$ cat src/rtl/ex_muldiv_unit.sv
// ex_muldiv_unit: multi-cycle RV32M multiply/divide unit for the EX stage.
// Multiplies take two cycles. Divides use a 32-step restoring shift-subtract
// loop followed by a sign-fix cycle. Divide-by-zero and signed overflow
// complete in a single cycle.
// Optional build macro MULDIV_EARLY_OUT_EN: when defined, a divide with
// |B| > |A| also completes in one cycle (quotient 0, remainder = dividend).
module ex_muldiv_unit #(
    parameter int XLEN = 32
) (
    input  logic            CLK,
    input  logic            RESET,
    input  logic            START,
    input  logic [2:0]      FUNC3,
    input  logic [XLEN-1:0] OPERAND_A,
    input  logic [XLEN-1:0] OPERAND_B,
    input  logic            FLUSH,
    output logic [XLEN-1:0] RESULT,
    output logic            DONE,
    output logic            BUSY,
    output logic            STALL
);

    typedef enum logic [2:0] {
        S_IDLE = 3'd0,
        S_MUL  = 3'd1,
        S_DIV  = 3'd2,
        S_FIX  = 3'd3,
        S_DONE = 3'd4
    } state_t;

    state_t      state_q, state_d;
    logic [31:0] result_q, result_d;
    logic        done_q, done_d;
    logic        busy_q, busy_d;
    logic [4:0]  cnt_q, cnt_d;
    logic [2:0]  op_q, op_d;
    // a_q: multiplicand, or dividend magnitude that shifts into the quotient
    // b_q: multiplier, or divisor magnitude
    logic [31:0] a_q, a_d;
    logic [31:0] b_q, b_d;
    logic [31:0] rem_q, rem_d;
    logic        neg_quo_q, neg_quo_d;
    logic        neg_rem_q, neg_rem_d;

    // Input-side decode used only at the sampling edge in IDLE
    logic        in_signed_s;
    logic        in_a_neg_s;
    logic        in_b_neg_s;
    logic [31:0] abs_a_s;
    logic [31:0] abs_b_s;
    logic        div_zero_s;
    logic        div_ovf_s;
    logic        early_out_s;

    // Datapath intermediates
    logic        sign_a_s;
    logic        sign_b_s;
    logic [63:0] mul_a_s;
    logic [63:0] mul_b_s;
    logic [63:0] product_s;
    logic [32:0] rem_shift_s;
    logic [32:0] rem_diff_s;
    logic [31:0] quo_fix_s;
    logic [31:0] rem_fix_s;

    // Operand magnitudes and divide special-case detection on the live inputs
    always_comb begin
        in_signed_s = ~FUNC3[0];
        in_a_neg_s  = in_signed_s & OPERAND_A[31];
        in_b_neg_s  = in_signed_s & OPERAND_B[31];
        if (in_a_neg_s) begin
            abs_a_s = 32'd0 - OPERAND_A;
        end else begin
            abs_a_s = OPERAND_A;
        end
        if (in_b_neg_s) begin
            abs_b_s = 32'd0 - OPERAND_B;
        end else begin
            abs_b_s = OPERAND_B;
        end
        div_zero_s = (OPERAND_B == 32'd0);
        div_ovf_s  = in_signed_s & (OPERAND_A == 32'h8000_0000) &
                     (OPERAND_B == 32'hFFFF_FFFF);
    end

`ifdef MULDIV_EARLY_OUT_EN
    assign early_out_s = (abs_b_s > abs_a_s);
`else
    assign early_out_s = 1'b0;
`endif

    // Product, one restoring-division step, and final sign correction
    always_comb begin
        // MULH and MUL sign-extend B; MULHSU/MULHU zero-extend it.
        // Only MULHU zero-extends A.
        sign_a_s  = (op_q[1:0] != 2'b11) & a_q[31];
        sign_b_s  = ~op_q[1] & b_q[31];
        mul_a_s   = {{32{sign_a_s}}, a_q};
        mul_b_s   = {{32{sign_b_s}}, b_q};
        product_s = mul_a_s * mul_b_s;

        rem_shift_s = {rem_q, a_q[31]};
        rem_diff_s  = rem_shift_s - {1'b0, b_q};

        if (neg_quo_q) begin
            quo_fix_s = 32'd0 - a_q;
        end else begin
            quo_fix_s = a_q;
        end
        if (neg_rem_q) begin
            rem_fix_s = 32'd0 - rem_q;
        end else begin
            rem_fix_s = rem_q;
        end
    end

    // Next-state and next-register computation; FLUSH overrides everything
    always_comb begin
        state_d   = state_q;
        result_d  = result_q;
        done_d    = 1'b0;
        cnt_d     = cnt_q;
        op_d      = op_q;
        a_d       = a_q;
        b_d       = b_q;
        rem_d     = rem_q;
        neg_quo_d = neg_quo_q;
        neg_rem_d = neg_rem_q;

        if (FLUSH) begin
            state_d = S_IDLE;
        end else begin
            case (state_q)
                S_IDLE: begin
                    if (START) begin
                        op_d = FUNC3;
                        if (!FUNC3[2]) begin
                            a_d     = OPERAND_A;
                            b_d     = OPERAND_B;
                            state_d = S_MUL;
                        end else if (div_zero_s) begin
                            result_d = FUNC3[1] ? OPERAND_A : 32'hFFFF_FFFF;
                            done_d   = 1'b1;
                            state_d  = S_DONE;
                        end else if (div_ovf_s) begin
                            result_d = FUNC3[1] ? 32'd0 : 32'h8000_0000;
                            done_d   = 1'b1;
                            state_d  = S_DONE;
                        end else if (early_out_s) begin
                            result_d = FUNC3[1] ? OPERAND_A : 32'd0;
                            done_d   = 1'b1;
                            state_d  = S_DONE;
                        end else begin
                            a_d       = abs_a_s;
                            b_d       = abs_b_s;
                            rem_d     = 32'd0;
                            cnt_d     = 5'd0;
                            neg_quo_d = in_a_neg_s ^ in_b_neg_s;
                            neg_rem_d = in_a_neg_s;
                            state_d   = S_DIV;
                        end
                    end else begin
                        state_d = S_IDLE;
                    end
                end
                S_MUL: begin
                    if (op_q[1:0] == 2'b00) begin
                        result_d = product_s[31:0];
                    end else begin
                        result_d = product_s[63:32];
                    end
                    done_d  = 1'b1;
                    state_d = S_DONE;
                end
                S_DIV: begin
                    if (!rem_diff_s[32]) begin
                        rem_d = rem_diff_s[31:0];
                        a_d   = {a_q[30:0], 1'b1};
                    end else begin
                        rem_d = rem_shift_s[31:0];
                        a_d   = {a_q[30:0], 1'b0};
                    end
                    cnt_d = cnt_q + 5'd1;
                    if (cnt_q == 5'd31) begin
                        state_d = S_FIX;
                    end else begin
                        state_d = S_DIV;
                    end
                end
                S_FIX: begin
                    result_d = op_q[1] ? rem_fix_s : quo_fix_s;
                    done_d   = 1'b1;
                    state_d  = S_DONE;
                end
                S_DONE: begin
                    state_d = S_IDLE;
                end
                default: begin
                    state_d = S_IDLE;
                end
            endcase
        end

        busy_d = (state_d == S_MUL) || (state_d == S_DIV) || (state_d == S_FIX);
    end

    // State and datapath registers with asynchronous reset
    always_ff @(posedge CLK or posedge RESET) begin
        if (RESET) begin
            state_q   <= S_IDLE;
            result_q  <= 32'd0;
            done_q    <= 1'b0;
            busy_q    <= 1'b0;
            cnt_q     <= 5'd0;
            op_q      <= 3'd0;
            a_q       <= 32'd0;
            b_q       <= 32'd0;
            rem_q     <= 32'd0;
            neg_quo_q <= 1'b0;
            neg_rem_q <= 1'b0;
        end else begin
            state_q   <= state_d;
            result_q  <= result_d;
            done_q    <= done_d;
            busy_q    <= busy_d;
            cnt_q     <= cnt_d;
            op_q      <= op_d;
            a_q       <= a_d;
            b_q       <= b_d;
            rem_q     <= rem_d;
            neg_quo_q <= neg_quo_d;
            neg_rem_q <= neg_rem_d;
        end
    end

    assign RESULT = result_q;
    assign DONE   = done_q;
    assign BUSY   = busy_q;
    assign STALL  = START & ~done_q & ~FLUSH;

endmodule

$ cat config.mk
export PLATFORM = sky130hd
export DESIGN_NAME = ex_muldiv_unit
export DESIGN_NICKNAME = d
export VERILOG_FILES = /design/src/rtl/ex_muldiv_unit.sv
export SDC_FILE = /design/constraint.sdc
export NUM_CORES = 2
export LEC_CHECK = 0
export CAP_MARGIN = 20
export CORE_MARGIN = 1
export CORE_UTILIZATION = 65
export CTS_CLUSTER_DIAMETER = 60
export CTS_CLUSTER_SIZE = 12
export DETAILED_ROUTE_END_ITERATION = 8
export HOLD_SLACK_MARGIN = 0.08
export PLACE_DENSITY_LB_ADDON = 0.3
export SYNTH_ARGS = -nofsm -noshare
export SYNTH_HDL_FRONTEND = slang
export SYNTH_SLANG_ARGS = --single-unit
$ cat constraint.sdc
create_clock -name CLK -period 11.6 [get_ports CLK]
set_input_delay 1.16 -clock CLK [delete_from_list [all_inputs] [get_ports CLK]]
set_output_delay 1.16 -clock CLK [all_outputs]
set_load 0.01 [all_outputs]
==> results.py <==
metrics = {
    "clock_network": {
        "cts_tree": "built",
        "clk_pin_slew_ns": 0.08,
        "cts.sinks": 142,
        "hold_buffers": 0,
        "cts.htree.levels": 4,
        "clockBufferDepth": 2,
        "cts_made_buffers": 17,
        "cts_resized": 0,
        "worst_skew_pair.late_latency_ns": 0.45,
        "postCtsSetupBuffers": 0,
        "cts-root-buf": "clkbuf_16",
    },
    "logic_synthesis": {
        "async_reset_ff_share_pct": 100,
        "ys_warn_count": 0,
        "ys_ff_latch": 142,
        "synth_top_cell_by_area": "fa_1",
        "synth_nets": 7088,
        "synth.most_common_cell": "inv_1",
        "ys.flop_type": "dfrtp_1",
        "synth_area_leaders": "fa_1, inv_1, dfrtp_1",
        "syn_area_um2": 49000,
        "synthTopCellsByCount": "inv_1, fa_1, nand2_1",
        "seq_area_frac_synth_pct": 7.26,
        "synth_edf_count": 0,
        "synth_cell_types": 70,
        "synth_top_area_share_pct": 46.0,
        "syn_inst": 5639,
        "synth_area_per_cell_um2": 8.69,
    },
    "final_layout": {
        "multiInputGateArea_um2": 39800,
        "syn_to_final_growth_pct": 4.97,
        "layout.nets": 6980,
        "drive_gt1_share_pct": 2.87,
        "fillers": 5921,
        "register_area_um2": 3560,
    },
    "timing": {
        "timing.final.ws_setup_ns": 2.09,
        "fmax_mhz": 105,
        "final.setup_skew_ns": 0.0128,
        "rsz0062_at_grt": "false",
        "tightest_slew_ns": 1.08,
        "post-route-period-util_pct": 82.0,
        "slew_viol_final": 0,
        "setup-tns-final_ns": 0,
        "post-route-min-period_ns": 9.51,
        "finalSetupViolCount": 0,
        "hold_viol_final": 0,
        "timing.slew.headroom_pct": 28.0,
    },
    "floorplanning": {
        "initial_core_util_pct": 65.8,
        "fp.dieArea_um2": 76500,
        "rows": 100,
        "die_w_um": 277,
        "core_region_area_um2": 74400,
        "dieHeight_um": 277,
        "num_io_pins": 106,
    },
    "worst_setup_path": {
        "crit_end": "RESULT[31]",
        "critPathCaptureType": "flip-flop",
        "r2r_cells": 23,
        "cp-startpoint": "op_q[0]",
        "critPathArrivalTime_ns": 9.82,
        "regToRegSetupSlack_ns": 2.09,
        "path_class": "reg2reg",
        "regToRegStartpoint": "op_q[0]",
        "r2r_end": "RESULT[31]",
        "start_kind": "flip-flop",
        "crit_required_ns": 11.91,
        "crit_fanout": 11,
    },
    "global_routing": {
        "grt_first_pass_wirelength_um": 241000,
        "grt_pass1_vias": 42305,
        "grt_antenna_before_repair": 11,
        "grt_max_degree": 91,
        "grt-ovfl-total": 0,
        "grtUsageTotal_pct": 41.7,
    },
    "drt": {
        "drtIter0Drc": 3766,
        "via_per_inst": 6.12,
        "dr.pass1.iters": 9,
        "drc_errors": 24,
        "wl_per_cell_um": 23.4,
        "vias": 39903,
        "drtAntennaViolNets": 0,
        "finalWirelength_um": 152000,
    },
    "placed_design": {
        "dpl.hpwl_um": 121000,
        "port_buffers": 105,
        "place_ws_ns": 2.21,
        "routabilityCongestion": 1.05,
    },
    "min_path": {
        "hold_path_class": "reg2reg",
    },
    "outcome": {
        "status": "complete, but fails checks",
        "violations": "DRC",
    },
    "flow_run": {
        "drv_cap": 0,
    },
}
-- flip-flops by register name (all words and copies together), names as in the netlist --
register,cells
neg_rem_q,1
rem_q,32
b_q,32
cnt_q,5
BUSY,1
neg_quo_q,1
op_q,2
RESULT,32
DONE,1
state_q,3
a_q,32
-- how the worst min path moves through the flow --
stage	end	cells past startpoint	startpoint
2_1_floorplan	cnt_q[4]	2	cnt_q[4]
3_3_place_gp	RESULT[14]	2	RESULT[14]
3_5_place_dp	RESULT[14]	2	RESULT[14]
4_1_cts	RESULT[14]	2	RESULT[14]
5_1_grt	RESULT[14]	2	RESULT[14]
6_report	RESULT[14]	2	RESULT[14]
-- kinds of logic (layout without fill, tap and decap cells) --
family	Yosys count	after routing	share of synthesized area, %
and+or+nand+nor	1706	1706	15.9
muxes	24	24	0.501
buffers and inverters	1509	1414	11.6
xor gates and xnor gates	216	216	3.86
DFF	142	142	7.26
AOI/OAI and AO/OA	664	664	8.42
adders and majority gates	1378	1378	52.5
other	0	7	0
-- layer usage --
layer	up-vias	GRT usage (%)	part of all wire, %	routed length, um
met5	-	0	0.018	27
met4	4	22.6	6.4	9770
met3	563	9.95	12	17800
met2	2442	64.9	46	69400
met1	20117	54.4	36	55400
li1	16777	-	-	-
-- through the flow --
step / hold WS, ns / cells / area (um^2) / utilization [%]
after CTS: 0.485 / 6511 / 51300 / 69.0
after global placement: 0.466 / 6479 / 50800 / 68.2
final: 0.482 / 6520 / 51400 / 69.1
after detailed placement: 0.470 / 6479 / 50800 / 68.2
after floorplan: 0.456 / 5639 / 49000 / -
after global routing: 0.501 / 6513 / 51400 / 69.0
-- cell type report --
cell class                      count  share of cell area (%)
Timing Repair Buffer              199                    3.48
Clock inverter                     13                   0.304
Sequential cell                   142                    6.92
Multi-Input combinational cell   3988                    77.4
Tap cell                          969                    2.36
Antenna cell                        7                  0.0341
Clock buffer                       19                   0.842
Inverter                         1183                    8.65
-- layout by cell type (no fill, tap or decap), types with 10 or more instances in the layout --
cell type        Yosys  final
o21bai_1            13     13
o41ai_1             17     17
nor2b_1             14     13
a31oi_1             21     21
o311ai_0            13     13
and2_1             327    327
nand2b_1            19     19
inv_1             1181   1180
a21o_1              43     43
mux2i_1             20     20
or3_1               24     24
a21oi_1            174    173
dfrtp_1            142    138
o21a_1              13     13
ha_1               252    252
xnor2_1            122    122
clkbuf_16            0     17
or4_1               16     16
buf_4                0     92
nor4_1              20     20
fa_1              1126   1126
o21ai_0            214    214
o31ai_1             35     35
o22ai_1             10     10
nand4_1             26     26
nor3_1              35     35
and3_1              13     13
nand2_1            919    918
xor2_1              94     93
o211ai_1            18     18
a211oi_1            23     23
nor2_1             226    225
clkdlybuf4s50_1      0    105
nand3_1             38     38
-- worst max-delay path: stages, from the launching register on --
cell      delay, ns
dfrtp_1        0.49
a21oi_2        0.63
nand2_1        0.27
fa_1           0.60
fa_1           0.51
inv_1          0.07
fa_1           0.80
inv_1          0.33
fa_1           0.68
inv_1          0.49
fa_1           0.55
fa_1           0.51
fa_1           0.49
inv_1          0.05
fa_1           0.48
inv_1          0.04
ha_1           0.39
nand3_1        0.18
nor3_1         0.48
nand4_1        0.18
o311ai_0       0.63
o31ai_1        0.17
xnor2_1        0.20
o221ai_1       0.12
Power is left out: the tool's default activity adds up to more than one toggle a clock period on the data nets, which glitch-free logic cannot reach.
